`src/rtl/m72_int_sched.sv`:
```
// m72_int_sched: M72 interrupt scheduler (event pending, PIC/CPU INTA handshake); optional raster IRQ via M72_RASTER_IRQ_EN
//   clk/reset(async, active-high)/ce; vblank, hblank, v_count, ext_irq: event sources
//   rl_cs/rl_wr/rl_a0/rl_din: raster-line register write port
//   pic_intp/pic_int_req/pic_int_vector/pic_int_ack: PIC side; cpu_intr/cpu_inta/cpu_vector/cpu_vector_valid: CPU side
module m72_int_sched #(
  parameter int ACK_TIMEOUT = 255
) (
  input  logic       clk,
  input  logic       reset,
  input  logic       ce,
  input  logic       vblank,
  input  logic       hblank,
  input  logic [8:0] v_count,
  input  logic [5:0] ext_irq,
  input  logic       rl_cs,
  input  logic       rl_wr,
  input  logic       rl_a0,
  input  logic [7:0] rl_din,
  output logic [7:0] pic_intp,
  input  logic       pic_int_req,
  input  logic [8:0] pic_int_vector,
  output logic       pic_int_ack,
  output logic       cpu_intr,
  input  logic       cpu_inta,
  output logic [7:0] cpu_vector,
  output logic       cpu_vector_valid
);
  localparam int CW = $clog2(ACK_TIMEOUT + 2);
  typedef enum logic [2:0] {IDLE, REQ, ACK1, ACK2, DROP} state_t;
  state_t state_q, state_d;
  logic [CW-1:0] cnt_q, cnt_d;
  logic [7:0] pend_q, pend_d, vec_q, vec_d, clr;
  logic vb_q, ack_q, ack_d, valid_q, valid_d, raster_hit;
  logic unused_vec_lsbs;
  assign unused_vec_lsbs = ^pic_int_vector[1:0];
`ifdef M72_RASTER_IRQ_EN
  logic [8:0] rl_q;
  logic hb_q;
  always_ff @(posedge clk or posedge reset) begin
    if (reset) begin
      rl_q <= '0;
      hb_q <= 1'b0;
    end else if (ce) begin
      hb_q <= hblank;
      if (rl_cs && rl_wr && rl_a0) rl_q[8] <= rl_din[0];
      if (rl_cs && rl_wr && !rl_a0) rl_q[7:0] <= rl_din;
    end
  end
  assign raster_hit = hblank & ~hb_q & (v_count == rl_q);
`else
  logic unused_raster;
  assign unused_raster = ^{hblank, v_count, rl_cs, rl_wr, rl_a0, rl_din};
  assign raster_hit = 1'b0;
`endif
  // the ack-clear is applied before the OR so a same-cycle set wins
  assign clr = (state_q == ACK2) ? 8'(1) << pic_int_vector[4:2] : '0;
  assign pend_d = (pend_q & ~clr) | {ext_irq, raster_hit, vblank & ~vb_q};
  always_comb begin
    state_d = state_q;
    cnt_d = cnt_q;
    ack_d = 1'b0;
    valid_d = valid_q;
    vec_d = vec_q;
    case (state_q)
      IDLE: state_d = pic_int_req ? REQ : IDLE;
      REQ: begin
        if (cpu_inta) begin
          state_d = ACK1;
          cnt_d = CW'(ACK_TIMEOUT);
        end else if (!pic_int_req) state_d = IDLE;
      end
      // outputs for ACK2 are registered here so they appear one ce after the second strobe
      ACK1: begin
        if (cpu_inta) begin
          state_d = ACK2;
          ack_d = 1'b1;
          valid_d = 1'b1;
          vec_d = {1'b0, pic_int_vector[8:2]};
        end else if (cnt_q == '0) state_d = REQ;
        else cnt_d = cnt_q - CW'(1);
      end
      ACK2: state_d = DROP;
      DROP: begin
        if (!pic_int_req) begin
          state_d = IDLE;
          valid_d = 1'b0;
        end
      end
      default: state_d = IDLE;
    endcase
  end
  always_ff @(posedge clk or posedge reset) begin
    if (reset) begin
      state_q <= IDLE;
      cnt_q <= '0;
      pend_q <= '0;
      vec_q <= '0;
      vb_q <= 1'b0;
      ack_q <= 1'b0;
      valid_q <= 1'b0;
    end else if (ce) begin
      state_q <= state_d;
      cnt_q <= cnt_d;
      pend_q <= pend_d;
      vec_q <= vec_d;
      vb_q <= vblank;
      ack_q <= ack_d;
      valid_q <= valid_d;
    end
  end
  assign pic_intp = pend_q;
  assign pic_int_ack = ack_q;
  assign cpu_intr = (state_q == REQ);
  assign cpu_vector = vec_q;
  assign cpu_vector_valid = valid_q;
endmodule
```
`config.mk`:
```
export PLATFORM = sky130hd
export DESIGN_NAME = m72_int_sched
export DESIGN_NICKNAME = d
export VERILOG_FILES = /design/src/rtl/m72_int_sched.sv
export SDC_FILE = /design/constraint.sdc
export NUM_CORES = 1
export LEC_CHECK = 0
export BUFFER_PORTS_ARGS = -buffer_cell sky130_fd_sc_hd__buf_4
export CORE_MARGIN = 2
export CORE_UTILIZATION = 35
export CTS_BUF_LIST = sky130_fd_sc_hd__clkbuf_16
export DETAILED_ROUTE_END_ITERATION = 12
export GPL_TIMING_DRIVEN = 0
export PLACE_DENSITY_LB_ADDON = 0.15
export SLEW_MARGIN = 10
export SYNTH_ARGS = -nofsm -noshare
export SYNTH_HDL_FRONTEND = slang
export SYNTH_SLANG_ARGS = --single-unit
```
`constraint.sdc`:
```
create_clock -name clk -period 2.27 [get_ports clk]
set_input_delay 0.1135 -clock clk [delete_from_list [all_inputs] [get_ports clk]]
set_output_delay 0.1135 -clock clk [all_outputs]
set_load 0.03 [all_outputs]
```
* Word-level counts from Yosys, hierarchy flattened
Cells that the tools add are included.
Word-level totals: memories 0, bits in read-only memories 0, flip-flop bits (word level) 30, bits in latches 0, memory bits (writable) 0, input bits 42
Operators by class: magnitude comparators 0, reductions and logical operators 8, bitwise gates (word level) 5, divide/modulo/power cells 0, multipliers 0, multiplexer cells 16, equality and inequality tests 10, add/sub/neg operators 1, shift-type cells 1
Operators with widths (number):
- $mux W9 | 3
- $pmux W9 S2 | 1
- $pmux W3 S5 | 1
- $mux W3 | 4
- $logic_not A9 Y1 | 1
- $sub A9 B1 Y9 const B | 1
- $and A8 B8 Y8 | 1
- $mux W8 | 1
- $ne A2 B2 Y1 const B | 4
- $not A8 Y8 | 1
- $or A8 B8 Y8 | 1
- $shl A1 B3 Y8 const A | 1
- $eq A3 B2 Y1 const B | 2
- $mux W1 | 5
- $reduce_and A5 Y1 | 1
- $reduce_and A4 Y1 | 1
- $reduce_bool A2 Y1 | 2
- $eq A3 B1 Y1 const B | 1
- $eq A3 B3 Y1 const B | 1
- $logic_not A3 Y1 | 1
- $ne A3 B3 Y1 const B | 1
- $reduce_and A3 Y1 | 1
- $ne A2 B1 Y1 const B | 1
- $pmux W1 S2 | 1
- other kinds (3) | 3

* Longest topological paths before layout
Gate-level depths: netlist of run 1.
depth in word-level cells 5, gate-level depth with buffers 6, gate-level depth less buffers 6

* Worst setup path before layout of run 1
OpenSTA, ideal clock, no wires.
path type flip-flop to flip-flop, from reg cnt_q[0], to reg cnt_q[1], clock period less this slack 1.790 ns, cell stages (with the launch flop) 7, path slack 0.480 ns, data arrival time 1.665 ns, setup time 0.125 ns, required time 2.145 ns, path through dfrtp_1 -> inv_1 -> ha_1 -> nor3b_2 -> a31oi_2 -> a21oi_4 -> mux2_4
On the way: longest elaborated chain between the ends 4, elaborated cells between the ends (all ways) 7, classes of those cells add/sub (1); eq/ne (1); mux (3); reduce/logical (2)
RTL lines:
- start: declaration | line 31 | logic [CW-1:0] cnt_q, cnt_d;
- start signal: assignment | line 103 | cnt_q <= cnt_d;
- $sub A9 B1 Y9 | line 80 | else cnt_d = cnt_q - CW'(1);
- $mux W9 | line 79 | end else if (cnt_q == '0) state_d = REQ;
- $mux W9 | line 74 | if (cpu_inta) begin
- $pmux W9 S2 | line 64 | case (state_q)
Parallel ways exist; a longest one is shown, timed or not. The select of a mux whose other input is x is not followed. A chain may end at the register's enable or synchronous reset.

* Worst setup path in the final report of run 1
Same ends and word-level chain as after synthesis.

==> out/summary.json, run 1 <==
{
  "drv_cap": 0,
  "cts.htree.levels": 2,
  "route.detailed.vias_per_inst": 5.19,
  "grt_first_pass_wirelength_um": 5870,
  "synth-async-reset-ratio": 1.00,
  "result_of_the_run": "completed",
  "synthesis.area_um2": 1520,
  "timing_hold_violations_final": 0,
  "antennaDiodeCount": 0,
  "detailroute.via_count": 1178,
  "cts-hold-fix-buffers": 0,
  "rsz0062_at_grt": "false",
  "dr.first_iter.drc_count": 114,
  "cts_sinks": 30,
  "seq_power_share": 0.361,
  "boundaryPins": 61,
  "grt_pass1_vias": 1215,
  "post-route-period-util": 0.892,
  "crit_path_start_kind": "flop",
  "type_of_element_capturing_the_critical_path": "flop",
  "register_area_um2": 751,
  "power.switching_w": 0.000908,
  "cts-resized-gates": 0,
  "global_route.overflow_total": 0,
  "worst_ep_arrival_time_ps": 2180,
  "synth_edf_count": 0,
  "synth_seq_area_share": 0.493,
  "final_common_cell": "buf_4",
  "place_congestion": 0.702,
  "worstPathCellList": "inv_1 -> ha_1 -> nor3b_2 -> a31oi_2 -> a21oi_4 -> mux2_4",
  "place_worst_setup_slack_ps": 263,
  "antenna_left": 0,
  "worst-slew-pin-transition_ps": 641,
  "syn-mean-instance-area_um2": 11.3,
  "mostFrequentLayoutCells": "buf_4 (36), dfrtp_1 (30), inv_1 (9)",
  "root_buffer": "clkbuf_16",
  "max_stage_delay_ps": 380,
  "syn2layout_area_growth_pct": 30.1,
  "synth-seq-cells": 30,
  "clockBufferDepth": 2,
  "power_switching_share": 0.377,
  "worst_clock_skew_ps": 5.15,
  "die_area_um2": 4890,
  "timing.setup.tns_ps": 0,
  "dieHeight_um": 69.9,
  "core-area_um2": 4090,
  "synthTopCellsByArea": "dfrtp_1 (49%), mux2_2 (5.2%), o31ai_1 (3.0%)",
  "power-per-cell-area_nw_per_um2": 1210,
  "num-nets-final": 219,
  "global_route.usage.total": 0.155,
  "grt_max_degree": 31,
  "irDropWorstVdd_uv": 561,
  "antenna_found_initial": 0,
  "initial_utilization": 0.372,
  "distinct_cells_synth": 45,
  "yosysTopAreaCell": "dfrtp_1",
  "final_number_of_setup_violating_endpoints": 0,
  "p_leak_nw": 0.876,
  "timing.hold.worst.class": "in -> reg",
  "final.fill_count": 380,
  "hold_ws_ps": 42.5,
  "p_int_w": 0.00150,
  "finalWirelength_um": 3470,
  "routedWlPerCell_um": 15.3,
  "cp_max_fo": 9,
  "remaining_drc_errors": 0,
  "slew_headroom": 0.572,
  "synth_top_area_share": 0.493,
  "net_count_after_synthesis": 178,
  "comb_power_share": 0.379,
  "finalMaxSlewViolations": 0,
  "num_rows": 23,
  "multi_input_comb_area_um2": 698,
  "numCtsBuffers": 5,
  "worstSetupPathType": "reg -> reg",
  "clock_transition_at_path_regs_ps": 50,
  "timing.critical_path.slowest_stage_cell": "nor3b_2",
  "share_clk_of_total_power": 0.261,
  "drive_gt1_frac": 0.350,
  "worst_skew_pair.late_latency_ps": 280,
  "postSynth.topFlopCell": "dfrtp_1",
  "finalWorstSetupSlack_ps": 246,
  "clock.fmax_mhz": 494,
  "synth.yosys.warnings": 0,
  "postSynthCellCount": 135,
  "cts_setup_buffers": 0,
  "required_ps": 2430,
  "chipWidth_um": 69.9,
  "layout_min_cycle_time_ps": 2020,
  "place.port_buffers": 33,
  "drt_pass1_iterations": 4,
  "dpl.hpwl_um": 2430,
  "tritoncts": "done"
}
[kinds of logic (layout without fill, tap and decap cells)]
logic type / Yosys count / count (layout) / synth area share
DFF: 30 / 30 / 0.493
AOI/OAI and AO/OA: 38 / 38 / 0.187
other: 1 / 1 / 0.00246
and+or+nand+nor: 40 / 40 / 0.193
muxes: 9 / 9 / 0.0683
adders and majority gates: 1 / 1 / 0.00822
buffers and inverters: 16 / 58 / 0.0477
[power by group through the flow]
stage / clock [W] / sequential, W / combinational [W]
2_1_floorplan: 0 / 0.00101 / 0.000467
3_3_place_gp: 0 / 0.000859 / 0.000892
3_5_place_dp: 0 / 0.000869 / 0.000916
4_1_cts: 0.000638 / 0.000866 / 0.000915
5_1_grt: 0.000674 / 0.000896 / 0.000988
6_report: 0.000627 / 0.000868 / 0.000910
[synth_stat cells, types with 2 or more instances]
| cell | n |
|---|---|
| nor3b_2 | 2 |
| a21o_1 | 3 |
| o31ai_1 | 6 |
| a22o_1 | 5 |
| inv_1 | 9 |
| nand3_1 | 3 |
| or3_1 | 4 |
| nand2_1 | 7 |
| nor2_1 | 2 |
| o21ai_0 | 7 |
| a21oi_1 | 5 |
| mux2_2 | 7 |
| or3b_1 | 3 |
| nand3b_1 | 2 |
| dfrtp_1 | 30 |
| nand4b_1 | 2 |
| nor3b_1 | 2 |
| clkbuf_1 | 3 |
| buf_4 | 3 |
| a221o_1 | 2 |
| nor3_1 | 4 |
[state kept, by name, indices dropped and copies added, names as in the netlist]
| signal | cells |
|---|---|
| cnt_q | 9 |
| pic_intp | 8 |
| cpu_vector | 7 |
| state_q | 3 |
| cpu_vector_valid | 1 |
| pic_int_ack | 1 |
| vb_q | 1 |
[through the flow]
step | util | area [um^2] | std cells | power [W]
after detailed placement | 0.448 | 1830 | 218 | 0.00178
after CTS | 0.482 | 1970 | 226 | 0.00242
after global placement | 0.448 | 1830 | 218 | 0.00175
after floorplan | - | 1520 | 135 | 0.00148
final | 0.484 | 1980 | 227 | 0.00240
after global routing | 0.484 | 1980 | 227 | 0.00256
[critical path, delay by kind of cell (launching register included)]
family                   cells  cell delay (ps)
AO/OA/AOI/OAI                2              540
AND/OR/NAND/NOR              1              380
flip-flops                   1              360
multiplexers                 1              330
adder cells (fa/ha/maj)      1              200
buffers and inverters        1               90
[path summary, 6_finish.rpt]
kind	startpoint	to	slack, ps	cells past startpoint
max	cnt_q[0]	cnt_q[1]	250	6
min	ext_irq[4]	pic_intp[6]	40	3
max reg2reg	cnt_q[0]	cnt_q[1]	250	6
min reg2reg	cnt_q[8]	cnt_q[8]	480	1
max in group asynchronous	reset	pic_intp[2]	1360	3
min in group asynchronous	reset	cpu_vector[1]	490	3
[area by class of cell]
cell class | count | share of cell area
buffer | 7 | 0.0196
clock buffer | 5 | 0.0632
clock inverter | 3 | 0.00632
inverter | 9 | 0.0171
multi-input combinational | 89 | 0.353
sequential | 30 | 0.379
tap | 50 | 0.0316
timing repair buffer | 34 | 0.130
[routing by layer]
layer  GRT usage  share of wire  vias up  wire length (um)
met5           0              0        -                 0
met4      0.0641          0.017        0                59
met3      0.0548          0.055        7               190
met2       0.235           0.46       29              1610
met1       0.202           0.46      567              1610
li1            -              -      575                 -
Power figures use the tool's default switching activity.
==> run 2, diff against run 1 <==
--- a/config.mk
+++ b/config.mk
@@ -7,7 +7,7 @@
 export LEC_CHECK = 0
 export BUFFER_PORTS_ARGS = -buffer_cell sky130_fd_sc_hd__buf_4
 export CORE_MARGIN = 2
-export CORE_UTILIZATION = 35
+export CORE_UTILIZATION = 40
 export CTS_BUF_LIST = sky130_fd_sc_hd__clkbuf_16
 export DETAILED_ROUTE_END_ITERATION = 12
 export GPL_TIMING_DRIVEN = 0
==> run 2 against run 1 <==
The flow now finishes with violations (hold timing). Clock skew down 0.81 ps. First-iteration DRC count down 30%. Largest cell class unchanged. Combinational power down 1%. Clock-buffer cell count unchanged. Die area down 12%. Setup slack worse by 12 ps. Via count down 0.17%. Critical path type unchanged. Final cell count down 1.8%. Maximum frequency down 0.57%. Clock power up 14%. Non-clock buffer count down 1.
==> out/summary.json, run 2 (same netlist as run 1, synthesis figures left out) <==
{
  "chipWidth": {"value": 65.7, "unit": "um", "change": "-6.1%"},
  "hold_ws": {"value": -19.7, "unit": "ps", "change": "-62.2 ps"},
  "dieHeight": {"value": 65.7, "unit": "um", "change": "-6.1%"},
  "layout_min_cycle_time": {"value": 2040, "unit": "ps", "change": "+11.7 ps"},
  "cp_max_fo": {"value": 9, "change": "unchanged"},
  "tritoncts": "done",
  "power-per-cell-area": {"value": 1250, "unit": "nW/um^2", "change": "+2.8%"},
  "worst-slew-pin-transition": {"value": 1070, "unit": "ps", "change": "+425 ps"},
  "comb_power_share": {"value": 0.363, "change": "-0.016"},
  "clock_transition_at_path_regs": {"value": 50, "unit": "ps", "change": "about the same"},
  "slew_headroom": {"value": 0.285, "change": "-0.287"},
  "numCtsBuffers": {"value": 5, "change": "unchanged"},
  "core-area": {"value": 3660, "unit": "um^2", "change": "-10%"},
  "num-nets-final": {"value": 218, "change": "-0.46%"},
  "timing.critical_path.slowest_stage_cell": "nor3b_2",
  "timing.critical_path.from": "cnt_q[0]",
  "worst_clock_skew": {"value": 4.34, "unit": "ps", "change": "-0.808 ps"},
  "num_rows": {"value": 22, "change": "-4.3%"},
  "result_of_the_run": "finished with violations",
  "worst_skew_pair.late_latency": {"value": 270, "unit": "ps", "change": "about the same"},
  "post-place-cells": {"value": 216, "change": "-0.92%"},
  "power.switching": {"value": 0.000876, "unit": "W", "change": "-3.4%"},
  "finalMaxSlewViolations": {"value": 0, "change": "unchanged"},
  "critical_path.top_delay_family": "compound AO/OA/AOI/OAI gates",
  "routedWlPerCell": {"value": 14.7, "unit": "um", "change": "-3.8%"},
  "antenna_left": {"value": 0, "change": "unchanged"},
  "fin_cells": {"value": 223, "change": "-1.8%"},
  "critical_path.reg2reg.startpoint": "cnt_q[0]",
  "finalWirelength": {"value": 3280, "unit": "um", "change": "-5.4%"},
  "finalWorstSetupSlack": {"value": 234, "unit": "ps", "change": "-11.7 ps"},
  "cts-hold-fix-buffers": {"value": 0, "change": "unchanged"},
  "dpl.hpwl": {"value": 2340, "unit": "um", "change": "-3.4%"},
  "irDropWorstVdd": {"value": 675, "unit": "uV", "change": "+20%"},
  "seq_power_share": {"value": 0.348, "change": "-0.013"},
  "clock.fmax": {"value": 491, "unit": "MHz", "change": "-0.57%"},
  "violations": "hold timing",
  "detailroute.via_count": {"value": 1176, "change": "-0.17%"},
  "type_of_element_capturing_the_critical_path": "flop",
  "boundaryPins": {"value": 61, "change": "unchanged"},
  "grt_first_pass_wirelength": {"value": 5480, "unit": "um", "change": "-6.7%"},
  "rsz0062_at_grt": "false",
  "final_common_cell": "buf_4",
  "cts_sinks": {"value": 30, "change": "unchanged"},
  "die_area": {"value": 4310, "unit": "um^2", "change": "-12%"},
  "drv_cap": {"value": 0, "change": "unchanged"},
  "remaining_drc_errors": {"value": 0, "change": "unchanged"},
  "final_number_of_setup_violating_endpoints": {"value": 0, "change": "unchanged"},
  "timing.hold.worst.class": "in -> async",
  "global_route.overflow_total": {"value": 0, "change": "unchanged"},
  "antenna_found_initial": {"value": 0, "change": "unchanged"},
  "route.detailed.vias_per_inst": {"value": 5.27, "change": "+1.6%"},
  "finish.utilization": {"value": 0.543, "change": "+0.0587"},
  "crit_path_start_kind": "flop",
  "syn2layout_area_growth_pct": 30.7,
  "global_route.usage.total": {"value": 0.172, "change": "+0.0168"},
  "timing.setup.tns": {"value": 0, "unit": "ps", "change": "unchanged"},
  "grt_pass1_vias": {"value": 1198, "change": "-1.4%"},
  "timing_hold_violations_final": {"value": 30, "change": "+30"},
  "grt_max_degree": {"value": 31, "change": "unchanged"},
  "cts_setup_buffers": {"value": 0, "change": "unchanged"},
  "cts.htree.levels": {"value": 2, "change": "unchanged"},
  "post-route-period-util": {"value": 0.897, "change": "+0.00515"},
  "required": {"value": 2420, "unit": "ps", "change": "about the same"},
  "flip_flop_count_of_the_largest_register_all_copies_and_words_added": {"value": 9, "change": "unchanged"},
  "place_congestion": {"value": 0.827, "change": "+18%"},
  "worstPathCellList": "inv_1 -> ha_1 -> nor3b_2 -> a31oi_2 -> a21oi_4 -> mux2_4",
  "drt_pass1_iterations": {"value": 4, "change": "unchanged"},
  "p_int": {"value": 0.00161, "unit": "W", "change": "+7.3%"},
  "dr.first_iter.drc_count": {"value": 80, "change": "-30%"},
  "worst_ep_arrival_time": {"value": 2190, "unit": "ps", "change": "about the same"},
  "max_flop_register": "cnt_q",
  "max_stage_delay": {"value": 380, "unit": "ps", "change": "about the same"},
  "place.port_buffers": {"value": 33, "change": "unchanged"},
  "initial_utilization": {"value": 0.416, "change": "+0.0433"},
  "root_buffer": "clkbuf_16",
  "drive_gt1_frac": {"value": 0.349, "change": "-0.00171"},
  "worstPathBufferInverterCount": {"value": 1, "change": "unchanged"},
  "clockBufferDepth": {"value": 2, "change": "unchanged"},
  "share_clk_of_total_power": {"value": 0.289, "change": "+0.028"},
  "mostFrequentLayoutCells": "buf_4 (36), dfrtp_1 (30), inv_1 (8)",
  "antennaDiodeCount": {"value": 0, "change": "unchanged"},
  "cts-resized-gates": {"value": 0, "change": "unchanged"},
  "p_leak": {"value": 0.874, "unit": "nW", "change": "-0.22%"},
  "worstSetupPathType": "reg -> reg",
  "power_switching_share": {"value": 0.353, "change": "-0.0244"},
  "place_worst_setup_slack": {"value": 260, "unit": "ps", "change": "-3.52 ps"}
}
[run 2: cell types whose count changed in the layout (fill, tap and decap cells not counted)]
| cell | previous run | this run |
|---|---|---|
| inv_1 | 9 | 8 |
| clkinv_1 | 1 | 2 |
| dlygate4sd3_1 | 1 | 0 |
| inv_2 | 1 | 0 |
| clkinv_2 | 1 | 0 |
| bufinv_16 | 0 | 1 |
[run 2: path summary, 6_finish.rpt]
path | to | slack (ps) | cells after the start
worst max-delay path | cnt_q[1] | 230 | 6
min in group clk | pic_intp[6] | 30 | 3
worst min-delay path | state_q[0] | -20 | 2
worst max register to register | cnt_q[1] | 230 | 6
worst min register to register | pic_intp[0] | 490 | 1
max in group asynchronous | pic_intp[1] | 1810 | 2
[run 2: power groups by stage]
stage	logic [W]	clock network (W)	registers, W
2_1_floorplan	0.000467	0	0.00101
3_3_place_gp	0.000887	0	0.000858
3_5_place_dp	0.000902	0	0.000869
4_1_cts	0.000905	0.000736	0.000865
5_1_grt	0.000977	0.000761	0.000894
6_report	0.000901	0.000717	0.000865
[run 2: final cells by class]
class / count / area, um^2
multi-input combinational: 89 / 698
fill: 305 / 1670
sequential: 30 / 751
clock buffer: 5 / 125
buffer: 7 / 38.8
inverter: 9 / 33.8
tap: 48 / 60.1
timing repair buffer: 33 / 248
clock inverter: 2 / 33.8
[run 2: metal layers]
metal | GRT usage | share of wire | up-vias
met2 | 0.269 | 0.47 | 30
met3 | 0.0651 | 0.052 | 6
met5 | 0 | 0 | -
li1 | - | - | 573
met4 | 0.0703 | 0.018 | 0
met1 | 0.213 | 0.46 | 567
[run 2: through the flow]
| step | hold slack, ps | area [um^2] | total power [W] |
|---|---|---|---|
| 4_1_cts | 30.2 | 1990 | 0.00251 |
| 5_1_grt | 42.6 | 1990 | 0.00263 |
| 6_report | -19.7 | 1990 | 0.00248 |
| 3_3_place_gp | 313 | 1830 | 0.00174 |
| 2_1_floorplan | 204 | 1520 | 0.00148 |
| 3_5_place_dp | 317 | 1830 | 0.00177 |
==> run 3, diff against run 2 <==
--- a/config.mk
+++ b/config.mk
@@ -11,7 +11,7 @@
 export CTS_BUF_LIST = sky130_fd_sc_hd__clkbuf_16
 export DETAILED_ROUTE_END_ITERATION = 12
 export GPL_TIMING_DRIVEN = 0
-export PLACE_DENSITY_LB_ADDON = 0.15
+export PLACE_DENSITY = 0.69
 export SLEW_MARGIN = 10
 export SYNTH_ARGS = -nofsm -noshare
 export SYNTH_HDL_FRONTEND = slang
==> constraint.sdc (replaced) <==
create_clock -name clk -period 2.27 [get_ports clk]
set_input_delay 0.1135 -clock clk [delete_from_list [all_inputs] [get_ports clk]]
set_output_delay 0.1135 -clock clk [all_outputs]
set_load 0.02 [all_outputs]
==> run 3 against run 2 <==
The run still ends with hold timing left. Sequential share of layout area rose by 0.41 points. Clock power fell by 15%. First-iteration DRC count fell by 45%. Design area fell by 1.1%. Sequential cell count did not move. Hold slack got worse by 4.6 ps. Global-route usage fell by 1.0 points. Total power fell by 7.2%. Critical path type unchanged. Critical endpoint unchanged.
==> out/summary.json, run 3 (same netlist as run 1, synthesis figures left out) <==
{
  "design_area": {"value": 1970, "unit": "um^2", "change": "-1.1%"},
  "place_congestion": {"value": 0.818, "change": "-1.1%"},
  "timing.setup.tns": {"value": 0, "unit": "ps", "change": "unchanged"},
  "global_route.usage.total": {"value": 0.162, "change": "-0.0105"},
  "remaining_drc_errors": {"value": 0, "change": "unchanged"},
  "worst_clock_skew": {"value": 3.69, "unit": "ps", "change": "-0.654 ps"},
  "dpl.hpwl": {"value": 2300, "unit": "um", "change": "-1.8%"},
  "route.detailed.vias_per_inst": {"value": 5.41, "change": "+2.6%"},
  "num_rows": {"value": 22, "change": "unchanged"},
  "worstPathCellList": "inv_1 -> ha_1 -> nor3b_2 -> a31oi_2 -> a21oi_4 -> mux2_4",
  "cts-hold-fix-buffers": {"value": 0, "change": "unchanged"},
  "cts_sinks": {"value": 30, "change": "unchanged"},
  "p_leak": {"value": 0.869, "unit": "nW", "change": "-0.56%"},
  "type_of_element_capturing_the_critical_path": "flop",
  "worst_r2r_setup_slack": {"value": 220, "unit": "ps", "change": "about the same"},
  "clockBufferDepth": {"value": 2, "change": "unchanged"},
  "root_buffer": "clkbuf_16",
  "dpl_cell_area": {"value": 1830, "unit": "um^2", "change": "unchanged"},
  "routedWlPerCell": {"value": 14.6, "unit": "um", "change": "-0.96%"},
  "mostFrequentLayoutCells": "buf_4 (36), dfrtp_1 (30), inv_1 (9)",
  "drv_cap": {"value": 0, "change": "unchanged"},
  "worst_ep_arrival_time": {"value": 2190, "unit": "ps", "change": "about the same"},
  "drt_pass1_iterations": {"value": 4, "change": "unchanged"},
  "power-per-cell-area": {"value": 1170, "unit": "nW/um^2", "change": "-6.2%"},
  "grt_max_degree": {"value": 31, "change": "unchanged"},
  "final_common_cell": "buf_4",
  "tritoncts": "done",
  "core-area": {"value": 3660, "unit": "um^2", "change": "unchanged"},
  "flip_flop_count_of_the_largest_register_all_copies_and_words_added": {"value": 9, "change": "unchanged"},
  "dr.first_iter.drc_count": {"value": 44, "change": "-45%"},
  "critical_path.reg2reg.startpoint": "cnt_q[0]",
  "worstSetupPathType": "reg -> reg",
  "drive_gt1_frac": {"value": 0.347, "change": "-0.00198"},
  "crit_path_start_kind": "flop",
  "chipWidth": {"value": 65.7, "unit": "um", "change": "unchanged"},
  "final_number_of_setup_violating_endpoints": {"value": 0, "change": "unchanged"},
  "timing.critical_path.slowest_stage_cell": "nor3b_2",
  "worstReg2RegEnd": "cnt_q[1]",
  "violations": "hold timing",
  "worst_skew_pair.late_latency": {"value": 270, "unit": "ps", "change": "about the same"},
  "max_flop_register": "cnt_q",
  "place.port_buffers": {"value": 33, "change": "unchanged"},
  "finish.utilization": {"value": 0.537, "change": "-0.00581"},
  "dieHeight": {"value": 65.7, "unit": "um", "change": "unchanged"},
  "timing.critical_path.from": "cnt_q[0]",
  "finalMaxSlewViolations": {"value": 0, "change": "unchanged"},
  "grt_pass1_vias": {"value": 1181, "change": "-1.4%"},
  "antenna_found_initial": {"value": 0, "change": "unchanged"},
  "rsz0062_at_grt": "false",
  "detailroute.via_count": {"value": 1212, "change": "+3.1%"},
  "layout_min_cycle_time": {"value": 2050, "unit": "ps", "change": "+10.5 ps"},
  "antenna_left": {"value": 0, "change": "unchanged"},
  "hold_ws": {"value": -24.3, "unit": "ps", "change": "-4.60 ps"},
  "irDropWorstVdd": {"value": 666, "unit": "uV", "change": "-1.3%"},
  "max_stage_delay": {"value": 380, "unit": "ps", "change": "about the same"},
  "syn2layout_area_growth_pct": 29.3,
  "timing.hold.worst.class": "in -> async",
  "initial_utilization": {"value": 0.416, "change": "unchanged"},
  "cp_max_fo": {"value": 9, "change": "unchanged"},
  "clock_transition_at_path_regs": {"value": 50, "unit": "ps", "change": "about the same"},
  "numCtsBuffers": {"value": 5, "change": "unchanged"},
  "cts-resized-gates": {"value": 0, "change": "unchanged"},
  "global_route.overflow_total": {"value": 0, "change": "unchanged"},
  "required": {"value": 2420, "unit": "ps", "change": "about the same"},
  "grt_first_pass_wirelength": {"value": 5320, "unit": "um", "change": "-2.9%"},
  "num-nets-final": {"value": 218, "change": "unchanged"},
  "post-route-period-util": {"value": 0.901, "change": "+0.00463"},
  "boundaryPins": {"value": 61, "change": "unchanged"},
  "worst-slew-pin-transition": {"value": 1050, "unit": "ps", "change": "-21.0 ps"},
  "result_of_the_run": "finished with violations",
  "finalWirelength": {"value": 3260, "unit": "um", "change": "-0.52%"},
  "fin_total_pwr": {"value": 0.00230, "unit": "W", "change": "-7.2%"},
  "die_area": {"value": 4310, "unit": "um^2", "change": "unchanged"},
  "cts_setup_buffers": {"value": 0, "change": "unchanged"},
  "cts.htree.levels": {"value": 2, "change": "unchanged"},
  "slew_headroom": {"value": 0.299, "change": "+0.0141"},
  "clock.fmax": {"value": 489, "unit": "MHz", "change": "-0.51%"},
  "antennaDiodeCount": {"value": 0, "change": "unchanged"},
  "final.fill_count": {"value": 313, "change": "+2.6%"},
  "reg2reg_depth": {"value": 6, "change": "unchanged"},
  "timing_hold_violations_final": {"value": 30, "change": "unchanged"}
}
run 3: changes by cell type in the layout (fill, tap and decap cells not counted):
| cell | previous run | this run |
|---|---|---|
| bufinv_16 | 1 | 0 |
| inv_1 | 8 | 9 |
| clkinv_2 | 0 | 1 |
run 3: worst max-delay path by stage:
| stage | endpoint | slack (ps) | cells after the start |
|---|---|---|---|
| CTS | cnt_q[1] | 250 | 6 |
| global placement | cnt_q[1] | 310 | 6 |
| floorplan | cnt_q[1] | 480 | 6 |
| detailed placement | cnt_q[1] | 270 | 6 |
| finish | cnt_q[1] | 220 | 6 |
| global route | cnt_q[1] | 100 | 6 |
run 3: report_power, final:
part / total [W] / switching [W] / leakage [nW] / internal (W)
registers: 0.000866 / 0.000157 / 0.329 / 0.000710
logic: 0.000826 / 0.000436 / 0.468 / 0.000390
clock network: 0.000611 / 0.000216 / 0.0724 / 0.000395
run 3: final cells by class:
| cell class | count | area (um^2) | share of cell area |
|---|---|---|---|
| Inverter | 9 | 33.8 | 0.0172 |
| Timing Repair Buffer | 33 | 248 | 0.126 |
| Multi-Input combinational cell | 89 | 698 | 0.355 |
| Clock inverter | 3 | 12.5 | 0.00636 |
| Clock buffer | 5 | 125 | 0.0636 |
| Buffer | 7 | 38.8 | 0.0197 |
| Tap cell | 48 | 60.1 | 0.0305 |
| Sequential cell | 30 | 751 | 0.382 |
run 3: metrics by stage:
stage	setup slack [ps]	std cells	hold WS, ps
final	224	224	-24.3
after global routing	101	224	52.5
after CTS	248	224	42.1
after detailed placement	271	216	320
after global placement	312	216	314
after floorplan	480	135	204
run 3: critical path: cells and delay by family, from the launching register on:
| kind | cells | cell delay [ps] |
|---|---|---|
| buf+inv | 1 | 90 |
| mux | 1 | 330 |
| fa+ha+maj | 1 | 200 |
| simple gates | 1 | 380 |
| flops | 1 | 370 |
| compound gates | 2 | 550 |
run 3: routing by layer:
layer / global-route usage / part of all wire
met5: 0 / 0
met4: 0.0495 / 0.0021
met3: 0.0531 / 0.051
met2: 0.259 / 0.49
met1: 0.207 / 0.46
